[src/rtl/ws_array_seq.sv]
// Tile sequencer for an NxN weight-stationary systolic array: loads weights row by row,
// clears accumulators, streams activations and skews per-column MAC enables.
module ws_array_seq #(
  parameter int N  = 4,
  parameter int KW = 16,
  parameter int AW = $clog2(N)
) (
  input  logic          clk,
  input  logic          rst_n,
  input  logic          start,
  input  logic [KW-1:0] k_len,
  output logic          busy,
  output logic          done,
  output logic          w_rd_en,
  output logic [AW-1:0] w_addr,
  output logic [N-1:0]  load_row,
  output logic          clr,
  output logic          act_rd_en,
  output logic [KW-1:0] act_addr,
  output logic [N-1:0]  en_col
);
  typedef enum logic [2:0] {
    S_IDLE   = 3'd0,
    S_LOAD   = 3'd1,
    S_CLEAR  = 3'd2,
    S_STREAM = 3'd3,
    S_DRAIN  = 3'd4,
    S_DONE   = 3'd5
  } state_t;

  localparam int              NM1        = N - 1;
  localparam logic [AW:0]     LOAD_LAST  = N[AW:0];
  localparam logic [AW:0]     DRAIN_LAST = NM1[AW:0];
  localparam logic [AW:0]     C_ONE      = {{AW{1'b0}}, 1'b1};
  localparam logic [KW-1:0]   K_ONE      = {{(KW-1){1'b0}}, 1'b1};
  localparam logic [N-1:0]    ROW0       = {{(N-1){1'b0}}, 1'b1};

  state_t        state_r, state_s;
  logic [KW-1:0] k_r, k_s;
  logic [AW:0]   lcnt_r, lcnt_s;
  logic [KW-1:0] acnt_r, acnt_s;
  logic [AW:0]   dcnt_r, dcnt_s;

  logic          busy_r, busy_s, done_r, done_s, w_rd_en_r, w_rd_en_s;
  logic [AW-1:0] w_addr_r, w_addr_s;
  logic [N-1:0]  load_row_r, load_row_s;
  logic          clr_r, clr_s, act_rd_en_r, act_rd_en_s;
  logic [KW-1:0] act_addr_r, act_addr_s;
  logic [N-1:0]  en_sr_r;

  function automatic logic [N-1:0] row_onehot(input logic [AW:0] idx);
    return ROW0 << idx;
  endfunction

  // State, latched tile length and phase counters
  always_ff @(posedge clk or negedge rst_n) begin
    if (!rst_n) begin
      state_r <= S_IDLE;
      k_r     <= '0;
      lcnt_r  <= '0;
      acnt_r  <= '0;
      dcnt_r  <= '0;
    end else begin
      state_r <= state_s;
      k_r     <= k_s;
      lcnt_r  <= lcnt_s;
      acnt_r  <= acnt_s;
      dcnt_r  <= dcnt_s;
    end
  end

  // Next-state and counter sequencing
  always_comb begin
    state_s = state_r;
    k_s     = k_r;
    lcnt_s  = lcnt_r;
    acnt_s  = acnt_r;
    dcnt_s  = dcnt_r;
    case (state_r)
      S_IDLE: begin
        if (start) begin
          state_s = S_LOAD;
          k_s     = k_len;
          lcnt_s  = '0;
        end else begin
          state_s = S_IDLE;
        end
      end
      S_LOAD: begin
        if (lcnt_r == LOAD_LAST) begin
          state_s = S_CLEAR;
          lcnt_s  = '0;
        end else begin
          lcnt_s = lcnt_r + C_ONE;
        end
      end
      S_CLEAR: begin
        acnt_s = '0;
        if (k_r != '0) begin
          state_s = S_STREAM;
        end else begin
          state_s = S_DONE;
        end
      end
      S_STREAM: begin
        if (acnt_r == k_r - K_ONE) begin
          state_s = S_DRAIN;
          acnt_s  = '0;
          dcnt_s  = '0;
        end else begin
          acnt_s = acnt_r + K_ONE;
        end
      end
      S_DRAIN: begin
        if (dcnt_r == DRAIN_LAST) begin
          state_s = S_DONE;
          dcnt_s  = '0;
        end else begin
          dcnt_s = dcnt_r + C_ONE;
        end
      end
      S_DONE:  state_s = S_IDLE;
      default: state_s = S_IDLE;
    endcase
  end

  // Outputs decoded from the upcoming state so every port comes straight from a flop
  always_comb begin
    busy_s      = (state_s != S_IDLE);
    done_s      = (state_s == S_DONE);
    w_rd_en_s   = (state_s == S_LOAD) && (lcnt_s < LOAD_LAST);
    w_addr_s    = w_rd_en_s ? lcnt_s[AW-1:0] : '0;
    // Weight data arrives one cycle after its read, so row i-1 is written at step i
    if ((state_s == S_LOAD) && (lcnt_s != '0)) begin
      load_row_s = row_onehot(lcnt_s - C_ONE);
    end else begin
      load_row_s = '0;
    end
    clr_s       = (state_s == S_CLEAR);
    act_rd_en_s = (state_s == S_STREAM);
    act_addr_s  = act_rd_en_s ? acnt_s : '0;
  end

  // Output registers and the column-enable skew line
  always_ff @(posedge clk or negedge rst_n) begin
    if (!rst_n) begin
      busy_r      <= 1'b0;
      done_r      <= 1'b0;
      w_rd_en_r   <= 1'b0;
      w_addr_r    <= '0;
      load_row_r  <= '0;
      clr_r       <= 1'b0;
      act_rd_en_r <= 1'b0;
      act_addr_r  <= '0;
      en_sr_r     <= '0;
    end else begin
      busy_r      <= busy_s;
      done_r      <= done_s;
      w_rd_en_r   <= w_rd_en_s;
      w_addr_r    <= w_addr_s;
      load_row_r  <= load_row_s;
      clr_r       <= clr_s;
      act_rd_en_r <= act_rd_en_s;
      act_addr_r  <= act_addr_s;
      en_sr_r     <= {en_sr_r[N-2:0], act_rd_en_r};
    end
  end

  assign busy      = busy_r;
  assign done      = done_r;
  assign w_rd_en   = w_rd_en_r;
  assign w_addr    = w_addr_r;
  assign load_row  = load_row_r;
  assign clr       = clr_r;
  assign act_rd_en = act_rd_en_r;
  assign act_addr  = act_addr_r;
  assign en_col    = en_sr_r;

  ws_array_seq_chk #(.N(N), .AW(AW)) u_chk (
    .clk       (clk),
    .rst_n     (rst_n),
    .w_rd_en   (w_rd_en_r),
    .w_addr    (w_addr_r),
    .load_row  (load_row_r),
    .clr       (clr_r),
    .act_rd_en (act_rd_en_r),
    .en_col    (en_sr_r),
    .done      (done_r)
  );
endmodule

// Protocol invariants for ws_array_seq: phase exclusivity and load/enable schedules.
module ws_array_seq_chk #(
  parameter int N  = 4,
  parameter int AW = 2
) (
  input logic          clk,
  input logic          rst_n,
  input logic          w_rd_en,
  input logic [AW-1:0] w_addr,
  input logic [N-1:0]  load_row,
  input logic          clr,
  input logic          act_rd_en,
  input logic [N-1:0]  en_col,
  input logic          done
);
  localparam logic [N-1:0] ROW0 = {{(N-1){1'b0}}, 1'b1};

  a_load_excl: assert property (@(posedge clk) disable iff (!rst_n)
    !((|load_row) && ((|en_col) || clr)));
  a_clr_excl: assert property (@(posedge clk) disable iff (!rst_n)
    !(clr && (|en_col)));
  a_load_sched: assert property (@(posedge clk) disable iff (!rst_n)
    load_row == ($past(w_rd_en) ? (ROW0 << $past(w_addr)) : {N{1'b0}}));
  a_en_sched: assert property (@(posedge clk) disable iff (!rst_n)
    en_col == {$past(en_col[N-2:0]), $past(act_rd_en)});
  a_done_quiet: assert property (@(posedge clk) disable iff (!rst_n)
    done |-> (en_col == {N{1'b0}}));
endmodule

[config.mk]
export PLATFORM = sky130hd
export DESIGN_NAME = ws_array_seq
export DESIGN_NICKNAME = d
export VERILOG_FILES = /design/src/rtl/ws_array_seq.sv
export SDC_FILE = /design/constraint.sdc
export NUM_CORES = 1
export LEC_CHECK = 0
export ABC_AREA = 1
export CAP_MARGIN = 20
export CELL_PAD_IN_SITES_DETAIL_PLACEMENT = 1
export CELL_PAD_IN_SITES_GLOBAL_PLACEMENT = 1
export CORE_MARGIN = 2
export CORE_UTILIZATION = 40
export CTS_CLUSTER_DIAMETER = 80
export DETAILED_ROUTE_END_ITERATION = 10
export PLACE_DENSITY = 0.84
export SKIP_LAST_GASP = 1
export SLEW_MARGIN = 25
export SYNTH_ARGS = -nofsm -noshare
export SYNTH_HDL_FRONTEND = slang
export SYNTH_SLANG_ARGS = --single-unit
[constraint.sdc]
create_clock -name clk -period 3.3 [get_ports clk]
set_input_delay 0.66 -clock clk [delete_from_list [all_inputs] [get_ports clk]]
set_output_delay 0.66 -clock clk [all_outputs]
set_load 0.02 [all_outputs]
Word level (Yosys, flattened, before mapping)

Index checks and enable logic that the tools add are counted.
Widths: inputs -> output; s select.

Flip-flop bits (word level): 72
Bits of input ports: 19
Output and inout bits: 31
Logic and storage cells: 59

Add/sub/neg operators: 5
$lt $le $gt $ge: 1
Eq/ne operators: 12
Shift-type cells: 1
Multiplexer cells: 17
Reductions and logical operators: 9

Operator list:

| operator              | count |
|---|---|
| $mux 16               | 2 |
| $pmux 16 s2           | 1 |
| $mux 3                | 8 |
| $add 16x1->16 const B | 1 |
| $eq 16x16->1          | 1 |
| $reduce_bool 16->1    | 1 |
| $sub 16x1->16 const B | 1 |
| $eq 3x2->1 const B    | 5 |
| $pmux 3 s5            | 1 |
| $pmux 3 s2            | 2 |
| $eq 3x3->1 const B    | 3 |
| $add 3x1->3 const B   | 2 |
| $eq 3x1->1 const B    | 2 |
| $reduce_bool 3->1     | 2 |
| $mux 4                | 1 |
| $reduce_and 2->1      | 2 |
| $shl 1x3->4 const A   | 1 |
| $logic_not 3->1       | 1 |
| $lt 3x3->1 const B    | 1 |
| $sub 3x1->3 const B   | 1 |
| $logic_and 1x1->1     | 2 |
| $mux 2                | 1 |
| $ne 2x2->1 const B    | 1 |
| $reduce_bool 2->1     | 1 |
| $mux 1                | 1 |

Logic depth before layout (Yosys ltp)

Depth after elaboration: 7
Mapped depth: 18
Mapped depth without buffers: 18

Least setup slack after synthesis

Ideal clock, no wire load.

Kind: register to register
Start point: register k_r[0]
End point: register busy_r, in the netlist busy
Library setup time: 0.141 ns
Data arrival time: 1.897 ns
Data required time: 3.159 ns
Path slack: 1.262 ns
Cell stages (with the launch flop): 13
Path buffers: 1
Clock period less this slack: 2.038 ns
Path through: dfrtp_1 inv_1 ha_1 nand2_2 nor2_4 nand3_1 nand3_1 nand2_1 nor2_1 nand2_1 o21bai_4 buf_2 nand4_1

Word-level cells in the longest chain between the ends: 5
Elaborated cells on any way between the ends: 7
Classes of those cells: add/sub (1); eq/ne (1); mux (3); reduce/logical (2)

Ends and longest elaborated chain:

| element                | RTL line | text |
|---|---|---|
| from (decl)            | 39       | `logic [KW-1:0] k_r, k_s;` |
| from (signal assigned) | 65       | `k_r <= k_s;` |
| $sub 16x1->16          | 106      | `if (acnt_r == k_r - K_ONE) begin` |
| $eq 16x16->1           | 106      |  |
| $mux 3                 | 106      |  |
| $pmux 3 s5 (*)         | 79       | `case (state_r)` |
| $reduce_bool 3->1 (*)  | 129      | `busy_s = (state_s != S_IDLE);` |
| named net busy_s       | 44       | `logic busy_r, busy_s, done_r, done_s, w_rd_en_r, w_rd_en_s;` |
| to (signal assigned)   | 157      | `busy_r <= busy_s;` |
| to (decl)              | 44       |  |

Mark *: on every way through the listed nets, which the timed path passes. The rest lies on a longest branch.
A chain may end at the register's enable or synchronous reset.

Final worst setup path

Start point: register k_r[0]
End point: register acnt_r[13]

Word-level cells in the longest chain between the ends: 4

Ends and longest elaborated chain:

| element              | RTL line | text |
|---|---|---|
| $sub 16x1->16        | 106      |  |
| $eq 16x16->1         | 106      |  |
| $mux 16              | 106      |  |
| $pmux 16 s2          | 79       |  |
| named net acnt_s[13] | 41       | `logic [KW-1:0] acnt_r, acnt_s;` |
| to (signal assigned) | 67       | `acnt_r <= acnt_s;` |
| to (decl)            | 41       |  |

The timed path passes the listed nets, and every way through them passes these cells.

==> results.yml <==
run_status:
  status: "complete, no violations"
power_and_ir_drop:
  p_int_w: 0.00134
  clkPwrFrac_pct: 47.1
  p_sw_share_pct: 23.1
  switchingPower_w: 0.000402
  ir_drop_mv: 0.266
  cellPowerDensity_mw_per_mm2: 380
  leakagePower_nw: 2.15
  total_power_w: 0.00174
  seqPwrFrac_pct: 50.6
  p_comb_share_pct: 2.3
hold_path:
  hp-class: "in2async"
placed_design:
  dpl.hpwl_um: 7490
  gp_congestion: 0.865
  placed_area_mm2: 0.00436
  dp_slack_ns: 0.867
  port_buffers: 49
  dp_cells: 641
setup_path:
  crit_path_end_kind: "flip-flop"
  cp_slowest_cell: "dfrtp_1"
  critPathArrivalTime_ns: 2.66
  required_ns: 3.52
  rrSetupSlack_ns: 0.86
  crit_path_max_fanout: 29
  path_class: "reg2reg"
  critical_path.top_delay_family: "simple AND/OR/NAND/NOR gates"
  path_buf_inv: 2
  path_cells: "inv_1, ha_1, nand2_2, nor2_4, nand3_1, nand3_1, nand2_1, nor2_1, nand2_1, o21bai_4, buf_4, o22ai_1"
  critPathLaunchType: "flip-flop"
  slowest_delay_ns: 0.39
clocking:
  path_clk_slew_ns: 0.09
  cts_inserted_buffers: 9
  cts_tree: "done"
  cts.sinks: 72
  h-tree-depth: 3
  postCtsSetupBuffers: 0
  cts_resized: 0
  hold_buffers: 0
  cts_root_buf: "clkbuf_8"
  clockBufferDepth: 2
  insertion_delay_ns: 0.36
floorplan:
  core-area_mm2: 0.00915
  die_w_um: 100
  ios: 50
  initial_core_util_pct: 40.7
  die_y_um: 100
  die_area_mm2: 0.0101
  std_cell_rows: 35
synth:
  ys_seq_area_share_pct: 48.4
  yosys_warnings: 0
  syn_inst: 485
  synth_nets: 509
  synth_area_mm2: 0.00372
  avgSynthCellArea_um2: 7.67
  synth_cell_types: 27
  ys_ff_latch: 72
global_route:
  grt_overflow: 0
  antenna_found_initial: 0
  use_met3_pct: 5.34
  grt-busiest-layer: "met2"
  grt_pass1_vias: 3678
  grt_max_degree: 73
  grt_use_met1_pct: 28.0
  grt_use_met2_pct: 36.8
  grt_pass1_wl_um: 17300
  grt.total_usage_pct: 22.0
routing:
  drt_wl_total_um: 10200
  first_iter_violations: 130
  viasPerCell: 5.09
  first_pass_iters: 4
  drc: 0
  ant_nets: 0
  num_vias: 3342
  drt-wirelength-per-cell_um: 15.6
timing:
  worstMarginPinSlew_ns: 0.446
  grt_setup_unrepaired: "false"
  setup_tns_ns: 0
  fin_worst_skew_ns: 0.0130
  period_minus_slack_ns: 2.44
  slew-limit-headroom_pct: 70.0
  fmax_mhz: 410
  setup_ws_ns: 0.861
  min_period_over_period_pct: 73.9
  finalMaxSlewViolations: 0
  hold_viol_final: 0
  setup_viol: 0
finish:
  antenna_cells: 0
  fin_area_mm2: 0.00458
  fillerInstances: 1134
  drive_gt1_share_pct: 6.41
  fin_nets: 565
  final_cell_mix: "118 x nand2_1, 72 x dfrtp_1, 71 x nor2_1"
  final_common_cell: "nand2_1"
  area_delta_synth_final_pct: 23.1
  finalNonFillerCells: 657
flow_run:
  cap_violations: 0
## worst paths after layout
| kind | to | from | cells after the start |
|---|---|---|---|
| setup / recovery | acnt_r[13] | k_r[0] | 12 |
| hold / removal | act_addr[0] | rst_n | 2 |
| setup reg to reg | acnt_r[13] | k_r[0] | 12 |
| hold reg to reg | en_col[2] | en_col[1] | 0 |
| max in group asynchronous | load_row[0] | rst_n | 2 |
| min in group clk | en_col[2] | en_col[1] | 0 |
## final cells by class
class	instances	area, um^2	area share (%)
Timing Repair Buffer	53	528	11.5
Sequential cell	72	1800	39.3
Clock buffer	9	124	2.70
Multi-Input combinational cell	335	1620	35.4
Clock inverter	7	103	2.24
Tap cell	111	139	3.03
Inverter	70	263	5.73
## layer usage
metal	vias to the layer above	routed length (um)
met1	1625	4610
met4	0	155
met3	14	476
li1	1645	-
met5	-	0
met2	58	4980
## metrics by stage
stage	utilization (%)	hold slack (ns)
3_3_place_gp	47.6	0.355
2_1_floorplan	-	0.364
6_report	50.1	0.308
4_1_cts	50.1	0.325
3_5_place_dp	47.6	0.363
5_1_grt	50.1	0.347
## flip-flops by register name (all words and copies together), names as in the netlist
name,count
act_rd_en,1
act_addr,16
en_col,4
state_r,3
load_row,4
lcnt_r,3
done,1
k_r,16
acnt_r,16
busy,1
clr,1
dcnt_r,3
w_rd_en,1
w_addr,2
## power groups by stage
| stage | combinational [W] | clock [W] | sequential (W) |
|---|---|---|---|
| floorplan | 0.00000000115 | 0 | 0.000899 |
| global placement | 0.0000416 | 0 | 0.000899 |
| detailed placement | 0.0000418 | 0 | 0.000899 |
| CTS | 0.0000420 | 0.000837 | 0.000881 |
| global route | 0.0000451 | 0.000866 | 0.000881 |
| finish | 0.0000400 | 0.000819 | 0.000881 |
## cells by family (layout without fill, tap and decap cells)
group,Yosys count,count (layout),synth area share [%]
and+or+nand+nor,261,261,29.9
DFF,72,72,48.4
AOI/OAI and AO/OA,52,52,8.03
xor gates and xnor gates,17,17,4.00
buffers and inverters,78,139,7.97
adders and majority gates,5,5,1.68
## synth_stat cells
cell type / instances / area share, %
or2_1: 1 / 0.17
buf_2: 3 / 0.40
inv_1: 68 / 6.9
xor2_1: 13 / 3.1
and2_1: 1 / 0.17
nor2_2: 5 / 0.84
nand2_2: 2 / 0.34
o21ai_0: 27 / 3.6
o21bai_4: 1 / 0.50
nor3_2: 1 / 0.27
nor2_1: 71 / 7.2
a311oi_1: 1 / 0.24
nand3_2: 1 / 0.27
nor3_1: 9 / 1.2
inv_2: 2 / 0.20
clkbuf_1: 5 / 0.50
nor2_4: 2 / 0.60
nand3_1: 42 / 5.6
o22ai_1: 15 / 2.5
a21oi_1: 5 / 0.67
ha_1: 5 / 1.7
o31ai_1: 1 / 0.20
dfrtp_1: 72 / 48
xnor2_1: 4 / 0.94
nand4_1: 8 / 1.3
nand2_1: 118 / 12
o21ai_1: 2 / 0.27
Power figures use the tool's default switching activity.
==> RTL change 1: new RTL, config.mk and constraints unchanged <==
Change the parameter `KW` from 16 to 17.
--- a/src/rtl/ws_array_seq.sv
+++ b/src/rtl/ws_array_seq.sv
@@ -3,5 +3,5 @@
 module ws_array_seq #(
   parameter int N  = 4,
-  parameter int KW = 16,
+  parameter int KW = 17,
   parameter int AW = $clog2(N)
 ) (
Interface: changed (resized act_addr and k_len); port bits go from 50 to 52. The function was not compared with the original's and may differ.
==> RTL change 1 against the unedited design <==
Combinational power increased by 2%; area after synthesis increased by 2.8%; die area increased by 2.6%; clock power decreased by 14%; core utilization increased by 0.35 points; via count decreased by 2.1%; worst setup slack got worse by 0.11 ns; power decreased by 4.4%; design area increased by 1.7%; wire length decreased by 0.24%; sequential cell count increased by 3; largest cell class unchanged; largest power group unchanged.
==> RTL change 1: results (changes against the unedited design) <==
- Status: finished clean (unchanged)
- Wire per inst: 15.5 µm (was 15.6 µm)
- Leak Pwr: 2.20 nW (was 2.15 nW)
- GP Congestion: 0.898 (was 0.865)
- DP Cell Count: 640 (was 641)
- CTS max path bufs: 2 (unchanged)
- Post-synth cell types: 32 (was 27)
- IO buf count: 51 (was 49)
- Clock root cell: clkbuf_8 (unchanged)
- Critical Path AT: 2.78 ns (was 2.66 ns)
- Fraction of layout cells with a size suffix above 1: 9.49% (was 6.41%)
- First-pass GRT wire length: 17700 µm (was 17300 µm)
- Total track usage: 22.1% (was 22.0%)
- Detailed Routing Iterations Pass 1: 4 (unchanged)
- Cells after synthesis: 464 (was 485)
- Clock-pin slew on the worst setup and hold paths: approximately 0.080 ns
- Largest cells by area after synthesis: dfrtp_1, nand2_1, nor2_1, inv_1, xor2_1 (was dfrtp_1, nand2_1, nor2_1, inv_1, nand3_1)
- Clk_lat worst skew: roughly 0.37 ns
- Most used flip-flop cell after synthesis: dfrtp_1 (unchanged)
- N_diodes: 0 (unchanged)
- Largest net degree at the start of global routing: 76 (was 73)
- Min-Delay Path Class: primary input to asynchronous set/reset pin (unchanged)
- Post-cts gate resize count: 0 (unchanged)
- Seq/Total Area, Yosys: 49.1% (was 48.4%)
- Post-DP Area: 0.00447 mm² (was 0.00436 mm²)
- Final #Nets: 547 (was 565)
- VDD IR-drop max: 0.266 mV (about the same)
- Initial DRC count: 88 (was 130)
- Worst path slowest cell: dfrtp_1 (unchanged)
- Gr ovfl total: 0 (unchanged)
- Post-synth top cells: nand2_1, dfrtp_1, nor2_1 (unchanged)
- Syn nets: 489 (was 509)
- Vias in the first global route: 3613 (was 3678)
- DR vias/cell: 4.99 (was 5.09)
- Initial antenna violation count: 0 (unchanged)
- Post-CTS Setup Inserts: 0 (unchanged)
- Dpl ws: 0.822 ns (was 0.867 ns)
- Final clock skew: 0.00694 ns (was 0.0130 ns)
- Maximum fanout along the worst path: 34 (was 29)
- Worst slew pin tran: 0.719 ns (was 0.446 ns)
- Async SR Flop Fraction: 100% (unchanged)
- Worst-case reg-to-reg path depth: 14 (was 12)
- Yosys warning count: 0 (unchanged)
- Final WL: 10200 µm (about the same)
- Dpl hpwl: 7570 µm (was 7490 µm)
- Top cell family by delay on the critical path: simple AND/OR/NAND/NOR gates (unchanged)
RTL change 1: metal layers:
| metal | vias to the layer above | global-route usage [%] | wire [µm] |
|---|---|---|---|
| met5 | - | 0 | 0 |
| met4 | 0 | 7.69 | 170 |
| met3 | 14 | 4.42 | 233 |
| met2 | 35 | 37.7 | 5170 |
| met1 | 1644 | 28.0 | 4610 |
| li1 | 1579 | - | - |
RTL change 1: power by group:
part / leakage, nW / total (W) / switching (W) / internal (W)
Combinational: 1.17 / 0.0000407 / 0.0000211 / 0.0000196
Sequential: 0.936 / 0.000918 / 0 / 0.000918
Clock: 0.0906 / 0.000706 / 0.000355 / 0.000350
RTL change 1: cell type report:
type | count | area, µm²
fill | 1126 | 4580
multi-input combinational | 326 | 1690
inverter | 56 | 210
clock buffer | 12 | 135
clock inverter | 4 | 51.3
tap | 129 | 161
sequential | 75 | 1880
timing repair buffer | 54 | 534
RTL change 1: worst paths after layout:
| kind | startpoint | to | slack, ns |
|---|---|---|---|
| max reg2reg | k_r[0] | acnt_r[13] | 0.75 |
| min reg2reg | en_col[2] | en_col[3] | 0.38 |
| max in group asynchronous | rst_n | k_r[1] | 2.48 |
| max | k_r[0] | acnt_r[13] | 0.75 |
| min | rst_n | k_r[7] | 0.29 |
| min in group clk | en_col[2] | en_col[3] | 0.38 |
RTL change 1: cell families (layout without fill, tap and decap cells):
| kind of cell | count (synthesis) | after routing | share of synthesized area, % |
|---|---|---|---|
| and+or+nand+nor | 251 | 251 | 29.6 |
| DFF | 75 | 75 | 49.1 |
| xor gates and xnor gates | 29 | 29 | 6.64 |
| AOI/OAI and AO/OA | 41 | 41 | 6.25 |
| buffers and inverters | 63 | 126 | 6.77 |
| adders and majority gates | 5 | 5 | 1.64 |
==> RTL change 2: new RTL, same settings <==
Without the edit above. Put one more register stage on the output `act_addr`. The value now appears one clock later. The other outputs are not delayed to match.
--- a/src/rtl/ws_array_seq.sv
+++ b/src/rtl/ws_array_seq.sv
@@ -174,5 +174,7 @@
   assign clr       = clr_r;
   assign act_rd_en = act_rd_en_r;
-  assign act_addr  = act_addr_r;
+  always_ff @(posedge clk) begin
+    act_addr <= act_addr_r;
+  end
   assign en_col    = en_sr_r;
 
Formal check against the unedited RTL: not equivalent (Yosys sat finds a counterexample within 10 cycles, from zero or initial values and one cycle with rst_n low).
==> RTL change 2 against the unedited design <==
Combinational power hardly changed; clock skew is 0.0021 ns lower; sequential cell count is 16 higher; design area is 6.4% higher; first-iteration DRC count is 4.6% lower; largest cell class unchanged; power is 4.4% higher; worst setup slack worse by 0.12 ns; count of clock-buffer cells in the layout is 1 higher; via count is 2.5% higher; area after synthesis is 8.6% higher; non-clock buffer count is 1 higher; cell count is 5.9% higher; wire length is 1.0% higher.
==> RTL change 2: results (changes against the unedited design) <==
- Status: finished clean (unchanged)
- M1 WL: 4380 µm (was 4610 µm)
- Seq/Total Area, Yosys: 52.5% (was 48.4%)
- Total track usage: 20.8% (was 22.0%)
- DR top layer: met4 (unchanged)
- CTS buffer count: 9 (unchanged)
- Vias: 3426 (was 3342)
- Post-synth cell types: 28 (was 27)
- Vias in the first global route: 3860 (was 3678)
- Xor and xnor area share after synthesis: 3.68% (was 4.00%)
- Clk_lat worst skew: 0.36 ns (about the same)
- Global-route met2 utilization: 38.8% (was 36.8%)
- Final WL: 10300 µm (was 10200 µm)
- Async SR Flop Fraction: 81.8% (was 100%)
- Post-synth top cells: nand2_1, dfrtp_1, nor2_1 (unchanged)
- Adder-cell share of the synthesized area: 1.55% (was 1.68%)
- GR Util met1: 23.6% (was 28.0%)
- Syn nets: 525 (was 509)
- IO buf count: 49 (unchanged)
- Maximum fanout along the worst path: 16 (was 29)
- Final clock skew: 0.0110 ns (was 0.0130 ns)
- Switching power: 0.000437 W (was 0.000402 W)
- DP Cell Count: 680 (was 641)
- GP Congestion: 0.885 (was 0.865)
- Met3 WL: 275 µm (was 476 µm)
- Detailed Routing Iterations Pass 1: 4 (unchanged)
- Clock-pin slew on the worst setup and hold paths: 0.09 ns (about the same)
- Fin crit share: 77.6% (was 73.9%)
- Syn_area_per_cell: 8.07 µm² (was 7.67 µm²)
- Critical Path AT: 2.86 ns (was 2.66 ns)
- Fraction of layout cells with a size suffix above 1: 6.22% (was 6.41%)
- Grt met3 use: 4.49% (was 5.34%)
- Post-cts gate resize count: 0 (unchanged)
- Worst-case reg-to-reg path depth: 14 (was 12)
- Largest cells by area after synthesis: dfrtp_1, nand2_1, dfxtp_1, nor2_1, inv_1 (was dfrtp_1, nand2_1, nor2_1, inv_1, nand3_1)
- Leak Pwr: 2.25 nW (was 2.15 nW)
- Initial antenna violation count: 0 (unchanged)
- Routed wl met2: 5480 µm (was 4980 µm)
- Worst slew pin tran: 0.831 ns (was 0.446 ns)
- R2R Setup Slk: 0.74 ns (was 0.86 ns)
- Multiplexer share of the synthesized area: 0% (unchanged)
- Final #Nets: 582 (was 565)
- Min-Delay Path Class: register to register (was primary input to asynchronous set/reset pin)
- Dpl hpwl: 7880 µm (was 7490 µm)
- Largest net degree at the start of global routing: 37 (was 73)
- Synth Area in Compound Gates: 7.40% (was 8.03%)
- Post-DP Area: 0.00470 mm² (was 0.00436 mm²)
- R2R Path Start: k_r[0] (unchanged)
- CP startpoint kind: register (unchanged)
- Initial DRC count: 124 (was 130)
- Fill cells: 1213 (was 1134)
- N_diodes: 0 (unchanged)
- Dpl ws: 0.741 ns (was 0.867 ns)
- Crit Reg-Reg Endpoint: load_row[2] (was acnt_r[13])
- DR vias/cell: 4.92 (was 5.09)
- VDD IR-drop max: 0.227 mV (was 0.266 mV)
- First-pass GRT wire length: 18200 µm (was 17300 µm)
[RTL change 2: cell count changes after synthesis]
cell / unedited run / this run
dfxtp_1: 0 / 16
[RTL change 2: critical path, cell delays in order, from the launching register on]
cell      delay, ns
dfrtp_1        0.40
inv_1          0.12
ha_1           0.24
nand2_2        0.12
nor2_4         0.19
nand3_1        0.16
nand3_1        0.14
nand2_1        0.06
nor2_1         0.11
nand2_1        0.09
o21bai_4       0.35
nand3_2        0.13
nor2_2         0.13
nand2_1        0.12
nor2_1         0.12
[RTL change 2: power by group through the flow]
stage	sequential [W]	clock [W]	combinational, W
3_3_place_gp	0.00110	0	0.0000405
2_1_floorplan	0.00110	0	0.00000000115
4_1_cts	0.00107	0.000722	0.0000417
6_report	0.00107	0.000703	0.0000399
5_1_grt	0.00107	0.000766	0.0000452
3_5_place_dp	0.00110	0	0.0000417
[RTL change 2: final cells by class]
type / count / area (µm²) / share of cell area, %
flip-flops and latches: 88 / 2120 / 43.5
repair buffers: 54 / 523 / 10.7
well taps: 133 / 166 / 3.41
inverters: 70 / 263 / 5.39
clock inverters: 6 / 51.3 / 1.05
multi-input cells: 335 / 1620 / 33.3
clock buffers: 10 / 128 / 2.62
[RTL change 2: worst min path at each step]
stage,end,slack (ns),cells past startpoint,startpoint
floorplan,act_addr[0],0.32,0,act_addr_r[0]
global placement,act_addr[2],0.32,0,act_addr_r[2]
detailed placement,act_addr[3],0.33,0,act_addr_r[3]
CTS,act_addr[3],0.34,0,act_addr_r[3]
global route,act_addr[3],0.35,0,act_addr_r[3]
finish,act_addr[3],0.34,0,act_addr_r[3]
